**src/rtl/ring_monitor.sv**
```systemverilog
// Ring-counter integrity monitor: locks onto a rotating one-hot pattern,
// flags rotation faults, and counts faults and completed laps.
module ring_monitor #(
  parameter int unsigned WIDTH       = 4,
  parameter int unsigned LOCK_CYCLES = 4
) (
  input  logic             i_clock,
  input  logic             i_reset,
  input  logic             i_enable,
  input  logic             i_clear,
  input  logic [WIDTH-1:0] i_count_in,
  output logic             o_locked,
  output logic             o_err_pulse,
  output logic             o_err_sticky,
  output logic [7:0]       o_err_count,
  output logic [7:0]       o_lap_count,
  output logic [1:0]       o_state_out
);

  localparam int unsigned RUN_W = $clog2(LOCK_CYCLES + 1);

  typedef enum logic [1:0] {
    ST_IDLE  = 2'b00,
    ST_SYNC  = 2'b01,
    ST_TRACK = 2'b10,
    ST_FAULT = 2'b11
  } state_t;

  state_t           r_state;
  logic [WIDTH-1:0] r_prev;
  logic             r_prev_valid;
  logic [RUN_W-1:0] r_run;
  logic             r_locked;
  logic             r_err_pulse;
  logic             r_err_sticky;
  logic [7:0]       r_err_count;
  logic [7:0]       r_lap_count;

  state_t           w_state;
  logic             w_prev_valid;
  logic [RUN_W-1:0] w_run;
  logic [RUN_W-1:0] w_run_inc;
  logic             w_err_pulse;
  logic             w_err_sticky;
  logic [7:0]       w_err_count;
  logic [7:0]       w_lap_count;
  logic [WIDTH-1:0] w_expected;
  logic             w_good;

  // Next ring position is the previous sample rotated left by one.
  assign w_expected = {r_prev[WIDTH-2:0], r_prev[WIDTH-1]};
  assign w_good     = r_prev_valid && $onehot(i_count_in) && (i_count_in == w_expected);
  assign w_run_inc  = r_run + RUN_W'(1);

  // State register.
  always_ff @(posedge i_clock) begin
    if (i_reset) r_state <= ST_IDLE;
    else         r_state <= w_state;
  end

  // Next-state, run counter, error and lap bookkeeping.
  always_comb begin
    w_state      = r_state;
    w_run        = r_run;
    w_err_pulse  = 1'b0;
    w_err_sticky = r_err_sticky;
    w_err_count  = r_err_count;
    w_lap_count  = r_lap_count;
    w_prev_valid = i_enable && (r_state != ST_IDLE);

    if (!i_enable) begin
      w_state = ST_IDLE;
      w_run   = '0;
    end else begin
      unique case (r_state)
        ST_IDLE: begin
          w_state = ST_SYNC;
          w_run   = '0;
        end
        ST_SYNC: begin
          if (!w_good) begin
            w_run = '0;
          end else if (w_run_inc == RUN_W'(LOCK_CYCLES)) begin
            w_state = ST_TRACK;
            w_run   = '0;
          end else begin
            w_run = w_run_inc;
          end
        end
        ST_TRACK: begin
          if (!w_good) begin
            w_state      = ST_FAULT;
            w_err_pulse  = 1'b1;
            w_err_sticky = 1'b1;
            if (r_err_count != 8'hFF) w_err_count = r_err_count + 8'd1;
          end else if (i_count_in[0]) begin
            w_lap_count = r_lap_count + 8'd1;
          end
        end
        ST_FAULT: begin
          w_state = ST_SYNC;
          w_run   = '0;
        end
        default: w_state = ST_IDLE;
      endcase
    end

    // Clear overrides any same-cycle increment but leaves the FSM alone.
    if (i_clear) begin
      w_err_sticky = 1'b0;
      w_err_count  = 8'd0;
      w_lap_count  = 8'd0;
    end
  end

  // Sample history and registered outputs.
  always_ff @(posedge i_clock) begin
    if (i_reset) begin
      r_prev       <= '0;
      r_prev_valid <= 1'b0;
      r_run        <= '0;
      r_locked     <= 1'b0;
      r_err_pulse  <= 1'b0;
      r_err_sticky <= 1'b0;
      r_err_count  <= 8'd0;
      r_lap_count  <= 8'd0;
    end else begin
      r_prev       <= i_count_in;
      r_prev_valid <= w_prev_valid;
      r_run        <= w_run;
      r_locked     <= (w_state == ST_TRACK);
      r_err_pulse  <= w_err_pulse;
      r_err_sticky <= w_err_sticky;
      r_err_count  <= w_err_count;
      r_lap_count  <= w_lap_count;
    end
  end

  assign o_locked     = r_locked;
  assign o_err_pulse  = r_err_pulse;
  assign o_err_sticky = r_err_sticky;
  assign o_err_count  = r_err_count;
  assign o_lap_count  = r_lap_count;
  assign o_state_out  = r_state;

endmodule

```
**config.mk**
```make
export PLATFORM = sky130hd
export DESIGN_NAME = ring_monitor
export DESIGN_NICKNAME = d
export VERILOG_FILES = /design/src/rtl/ring_monitor.sv
export SDC_FILE = /design/constraint.sdc
export NUM_CORES = 1
export LEC_CHECK = 0
export CORE_UTILIZATION = 40
export CTS_CLUSTER_SIZE = 20
export DETAILED_ROUTE_END_ITERATION = 16
export SETUP_SLACK_MARGIN = 0.2
export SLEW_MARGIN = 20
export SYNTH_ARGS = -nofsm -noshare
export SYNTH_HDL_FRONTEND = slang
export SYNTH_SLANG_ARGS = --single-unit
```
**constraint.sdc**
```tcl
create_clock -name i_clock -period 7.25 [get_ports i_clock]
set_input_delay 1.45 -clock i_clock [delete_from_list [all_inputs] [get_ports i_clock]]
set_output_delay 1.45 -clock i_clock [all_outputs]
set_load 0.02 [all_outputs]
```
* Word level (Yosys, flattened, before mapping)
Cells that the tools add are included.
Word-level totals: register bits 29, bits of input ports 8, output and inout bits 21, word-level logic and storage cells 48
Cells by class: $add $sub $neg 6, equal/unequal tests 8, mux-type cells 9, bitwise operators 3, reductions and logical operators 13
Operator list (number):
- adder 8 x 1 -> 8 bit (second input constant) | 2
- two-way mux 2 bit | 4
- != test 8 bit (second input constant) | 1
- AND reduction 4 bit | 2
- == test 2 bit (second input constant) | 3
- two-way mux 3 bit | 2
- one-hot mux 2 bit (3 select lines) | 1
- one-hot mux 3 bit (2 select lines) | 1
- OR reduction 2 bit | 3
- adder 1 x 1 -> 2 bit | 2
- == test 4 bit | 1
- nonzero test 2 bit | 2
- adder 2 x 2 -> 3 bit | 1
- adder 3 x 1 -> 3 bit (second input constant) | 1
- == test 3 x 1 -> 1 bit (second input constant) | 1
- == test 3 bit (second input constant) | 1
- logical AND 1 bit | 3
- NOT 1 bit | 3
- AND reduction 3 bit | 1
- OR reduction 3 bit | 1
- == test 2 x 1 -> 1 bit (second input constant) | 1
- logical NOT 2 bit | 1
- two-way mux 1 bit | 1

* Logic depth before layout (Yosys ltp)
Gate-level depths: netlist of the first run.
word-level depth 9, gate-level depth with buffers 11, depth with buffers taken out 10

* Worst setup path after synthesis of the first run
Ideal clock, no wire load.
path kind in2reg, start point input port i_count_in[0], end point register r_lap_count[3] (netlist: o_lap_count[3]), library setup time 71 ps, arrival time 3750 ps, data required time 7179 ps, slack 3429 ps, cell stages on the path 10, buffers on the path 0, path through inv_1 > fa_1 > inv_1 > ha_1 > ha_1 > and4bb_1 > nand4_4 > or2_4 > or4_1 > a21oi_1
On the way: cells in the longest elaborated chain, start to end 6, elaborated cells between the ends (all ways) 7, those cells by class 2 x add/sub; 2 x eq/ne; 3 x reduce/logical
RTL lines:
- from (decl) | line 11 | input logic [WIDTH-1:0] i_count_in,
- adder 1 x 1 -> 2 bit (not written as such) | line 52 | assign w_good = r_prev_valid && $onehot(i_count_in) && (i_count_in == w_expected);
- adder 2 x 2 -> 3 bit (not written as such) | line 52
- == test 3 x 1 -> 1 bit | line 52
- logical AND 1 bit (2 in a row) | line 52
- AND reduction 4 bit (no source line) *
- to (signal assigned) | line 135 | r_lap_count <= w_lap_count;
- to (decl) | line 37 | logic [7:0] r_lap_count;
Every way passes the cells marked *; elsewhere a longest branch is shown, timed or not. A chain may end at the register's enable or synchronous reset.

* Worst setup path after layout of the first run
Ends and elaborated chain as after synthesis.

==> results of run 1 <==
## synth_stat cells (3+ instances only)
master	instances	share of area, %
inv_1	10	2.5
nor2_1	19	4.7
ha_1	10	8.3
a31o_2	3	1.7
xnor2_2	3	3.2
nor2b_1	5	2.1
nand4_1	3	1.2
nand3_1	9	3.0
mux2i_1	3	2.0
nor3_1	7	2.3
o21a_1	3	1.5
o21ai_0	5	1.7
nand2_1	17	4.2
or3_1	3	1.2
dfxtp_1	29	38
xnor2_1	5	2.9
a21oi_1	9	3.0
## metrics by stage
| stage | cell area, um^2 | worst slack (ns) | total power [mW] | instances | hold slack (ns) |
|---|---|---|---|---|---|
| 2_1_floorplan | 1514 | 3.429 | 0.1812 | 173 | 0.4448 |
| 3_5_place_dp | 1839 | 2.647 | 0.1910 | 244 | 0.4767 |
| 6_report | 1919 | 2.941 | 0.3103 | 252 | 0.4887 |
| 4_1_cts | 1919 | 2.920 | 0.3143 | 252 | 0.4905 |
| 5_1_grt | 1919 | 2.801 | 0.3278 | 252 | 0.5048 |
| 3_3_place_gp | 1839 | 2.747 | 0.1901 | 244 | 0.4571 |
## routing by layer
layer | part of all wire [%] | vias up
met2 | 46 | 29
met4 | 1.4 | 0
met5 | 0 | -
met3 | 4.8 | 5
met1 | 47 | 632
li1 | - | 674
## state kept, by name, summed over array words and instances, names as in the netlist
register      flops
o_lap_count       8
r_prev_valid      1
o_err_sticky      1
r_run             3
o_err_pulse       1
o_state_out       2
r_prev            4
o_locked          1
o_err_count       8
## path summary, 6_finish.rpt
kind	depth (start not counted)	start	slack (ns)	to
worst max-delay path	11	i_count_in[0]	2.94	o_lap_count[3]
worst min register to register	2	r_run[2]	0.49	r_run[2]
worst min-delay path	2	r_run[2]	0.49	r_run[2]
worst max register to register	7	o_state_out[0]	5.38	o_lap_count[5]
## worst register-to-register path, cell delays in order (launching register included)
cell	delay (ns)
dfxtp_1	0.33
inv_1	0.13
ha_1	0.20
and2_1	0.21
nand2_1	0.13
nor3_1	0.49
nand3b_1	0.14
a21oi_1	0.17
## power by group
group,switching (mW),total [mW],internal (mW)
registers,0.00125,0.162,0.161
logic,0.0137,0.0246,0.0109
clock network,0.0553,0.123,0.0680
total,0.0703,0.310,0.240
## kinds of logic (layout without fill, tap and decap cells)
logic type               after synthesis  count (layout)  share of synthesized area [%]
flip-flops                            29              29                          38.35
multiplexers                           3               3                          1.984
AO/OA/AOI/OAI                         29              29                          12.65
adder cells (fa/ha/maj)               11              11                          9.587
AND/OR/NAND/NOR                       79              79                          27.44
buffers and inverters                 13              46                          3.306
XOR/XNOR                               9               9                          6.694
## final cells by class
type	count	area [um^2]
fill	351	1549
clock buffer	8	80.08
tap	46	57.56
multi-input combinational	131	883.3
sequential	29	580.6
timing repair buffer	28	280.3
inverter	10	37.54
==> metrics, run 1 <==
status finished clean; Num CTS Buffers 5; drc violations 0; Die X 63.52 um; Via density 5.317; Final Core Density between 50% and 60%; setup violators final 0; Initial Utilization roughly 44%; HP Class reg -> reg; nets@finish 224; Final ANT Viol Nets 0; Netlist cell types 42; hpwl dp 2417 um; post-CTS setup buffer count 0; leakage power 0.7084 nW; diode count 0; period utilization between 50% and 60%; Tot GR Track Use about 18%; Post-synth EDFFs 0; clock tree root driver cell clkbuf_8; Post-Syn Area 1514 um^2; Fin Setup TNS 0 ns; GR met2 Demand/Resource 29.39%; Arr. time, crit path 4.52 ns; maximum vdd drop 0.09513 mV; first-pass GRT wire length 5747 um; Least-Margin Pin Slew 0.6451 ns; Syn Nets 192; met1 Use GR a little under a quarter; max_cap viols 0; share of cells above drive strength 1 under 10%; Worst path top cell family by delay simple AND/OR/NAND/NOR gates; Hold Buf Count CTS 0; crit path cell chain clkdlybuf4s50_1 > inv_1 > fa_1 > inv_1 > ha_1 > ha_1 > and4bb_1 > nand4_4 > or2_4 > or4_1 > a21oi_1; initial antenna violation count 0; Critical Path RT 7.46 ns; Slowest Stage Delay on Critical Path 0.56 ns; Final min period 4.309 ns; Die ar. 4035 um^2; DR pass1 iterations 4; Iteration-0 DRC Markers 92; Synth Instances 173; crit start category primary input; DR vias between 1000 and 1500; Clk pin slew, worst setup/hold paths 0.06 ns; largest fanout on the critical path 8; Layout area overhead 26.78%; Top FF cell, synth dfxtp_1; Slew Limit Fails 0; commonest non-fill, non-tap cells in the layout 29 x dfxtp_1, 28 x clkdlybuf4s50_1, 19 x nor2_1, 17 x nand2_1; I/O Pins 29; Clock Path Buffers 2; sequential fraction of the synthesis area between 30% and 40%; worst path bufs/invs 3; critical path's slowest cell clkdlybuf4s50_1; Synth Area per Inst 8.751 um^2; Port Buffers 28; WL/cell 12.60 um; CP Class in -> reg; Seq cells post-synth 29; commonest non-fill, non-tap cell in the layout dfxtp_1; H-Tree Depth 2; gr ovfl total 0; Pwr per Cell Area between 150 and 200 nW/um^2; die span in y 63.52 um; RSZ-0062 raised after global routing no; number of global-route vias before repair 1266; share of synthesized registers carrying an async set or reset 0%; Sink Count 29; worst-skew pair later-pin latency between 0.2 and 0.3 ns; # resized after CTS 0; RD Place Congestion 0.8082; Fmax 232.1 MHz; Worst Setup End Kind flop; CTS tree built; relative slew slack 56.83%; pin count of the biggest net entering global routing 13; Core Area 3468 um^2; Fin. Hold Viols 0; grt met3 use 4.891%; Final Skew 0.004191 ns; Most Used Layer, Global Route met2; row cnt 21; Ys Warns 0; overall routed net length 3175 um
Note: power is estimated with default switching activity, not from simulation.
==> inputs of run 2 (changes only) <==
PLACE_DENSITY = 0.67   (was unset)
clock period = 3.8 ns   (was 7.25 ns; I/O delays follow)
==> run 2 against run 1 <==
Compared with the run above: via count increased by 1.4%; highest routed layer unchanged; first-iteration DRC count fell by 5.4%; register-to-register slack worse by 3.4 ns; final cell count increased by 1.6%; sequential share of layout area decreased by 0.50 points.
==> metrics, run 2 (synthesis gave the netlist of run 1 again) <==
relative slew slack 56.18%; Tot GR Track Use 18.02%; Die X 63.52 um; Least-Margin Pin Slew 0.6549 ns; Iteration-0 DRC Markers 87; share of cells above drive strength 1 approximately a tenth; Worst path top cell family by delay simple AND/OR/NAND/NOR gates; HP Class reg -> reg; CTS tree built; Slew Limit Fails 0; first-pass GRT wire length 5685 um; hpwl dp ~2500 um; Layout area overhead 28.93%; status finished clean; Clock Path Buffers 2; Multi-input gate area roughly 880 um^2; Final Core Density 56.28%; Worst Setup End Kind flop; nets@finish between 200 and 250; post-CTS setup buffer count 0; RD Place Congestion 0.8460; Worst Reg2Reg Path Length in Cells 7; commonest non-fill, non-tap cell in the layout dfxtp_1; maximum vdd drop 0.2470 mV; commonest non-fill, non-tap cells in the layout 29 x dfxtp_1, 28 x clkdlybuf4s50_1, 19 x nor2_1, 17 x nand2_1; Worst Hold Path EP o_err_sticky; Reg-to-Reg End o_err_count[5]; gr ovfl total 0; worst path bufs/invs 3; R2R Path Start o_state_out[0]; initial antenna violation count 0; R2R setup slack about 2.0 ns; Total Power approximately 0.6 mW; Final min period between 3 and 4 ns; worst-skew pair later-pin latency about 0.29 ns; Die ar. 4035 um^2; Final Skew between 0.008 and 0.009 ns; crit path cell chain clkdlybuf4s50_1 > inv_1 > fa_1 > inv_1 > ha_1 > ha_1 > and4bb_1 > nand4_4 > or2_4 > or4_1 > a21oi_1; DR pass1 iterations 4; WL/cell 12.96 um; Critical Path RT about 4.0 ns; # resized after CTS 0; Hold Path Depth 1; DR vias between 1000 and 1500; Slowest Stage Delay on Critical Path 0.53 ns; CP Class in -> reg; Fin Setup TNS 0 ns; Arr. time, crit path between 3 and 4 ns; Initial Utilization 43.65%; Port Buffers 28; register area just under 600 um^2; fill cell count 320; Num CTS Buffers 5; Fmax 288.7 MHz; RSZ-0062 raised after global routing no; row cnt 21; pin count of the biggest net entering global routing 13; I/O Pins 29; H-Tree Depth 2; Clk pin slew, worst setup/hold paths about 0.060 ns; Pwr per Cell Area between 300 and 400 nW/um^2; number of global-route vias before repair between 1000 and 1500; Core Area 3468 um^2; Sink Count 29; WHS 0.4741 ns; clock tree root driver cell clkbuf_8; max_cap viols 0; crit start category primary input; setup violators final 0; overall routed net length 3319 um; die span in y around 64 um; diode count 0; Fin. Hold Viols 0; Hold Startpoint o_err_sticky; critical path's slowest cell clkdlybuf4s50_1; leakage power roughly 0.73 nW; Hold Buf Count CTS 0; drc violations 0; Final ANT Viol Nets 0; Via density 5.309; largest fanout on the critical path 4; period utilization around 90%
## run 2: metal layers
metal,GRT usage [%],vias up,part of all wire [%]
li1,-,677,-
met1,21.18,640,46
met2,30.05,34,47
met3,4.348,8,5.0
met4,9.375,0,1.9
met5,0,-,0
## run 2: report_power, final
part,internal (mW),switching [mW]
registers,0.307,0.00252
logic,0.0220,0.0273
clock network,0.126,0.118
total,0.456,0.148
## run 2: stage by stage
stage / std cells / instance area [um^2] / setup WS (ns)
2_1_floorplan: 173 / 1514 / 0.6694
3_3_place_gp: 248 / 1869 / 0.1543
3_5_place_dp: 248 / 1869 / 0.03834
4_1_cts: 256 / 1952 / 0.3411
5_1_grt: 256 / 1952 / 0.2371
6_report: 256 / 1952 / 0.3357
## run 2: worst max path at each step
stage / from / end / slack (ns) / depth (start not counted)
floorplan: i_count_in[0] / o_lap_count[3] / 0.67 / 10
global route: i_count_in[1] / o_lap_count[3] / 0.24 / 11
finish: i_count_in[1] / o_lap_count[3] / 0.34 / 11
CTS: i_count_in[1] / o_lap_count[3] / 0.34 / 11
detailed placement: i_count_in[1] / o_lap_count[3] / 0.04 / 11
global placement: i_count_in[1] / o_lap_count[3] / 0.15 / 11
## run 2: area by class of cell
type	instances	area share, %
clock buffer	6	3.718
clock inverter	2	0.5128
inverter	10	1.923
sequential	29	29.74
tap	46	2.949
multi-input combinational	131	45.26
timing repair buffer	32	15.90
## run 2: worst register-to-register path: cells and delay by family (launching register included)
kind | cells | cell delay [ns]
buffers and inverters | 1 | 0.13
flip-flops | 1 | 0.34
AND/OR/NAND/NOR | 1 | 0.22
AO/OA/AOI/OAI | 4 | 0.79
adder cells (fa/ha/maj) | 1 | 0.20
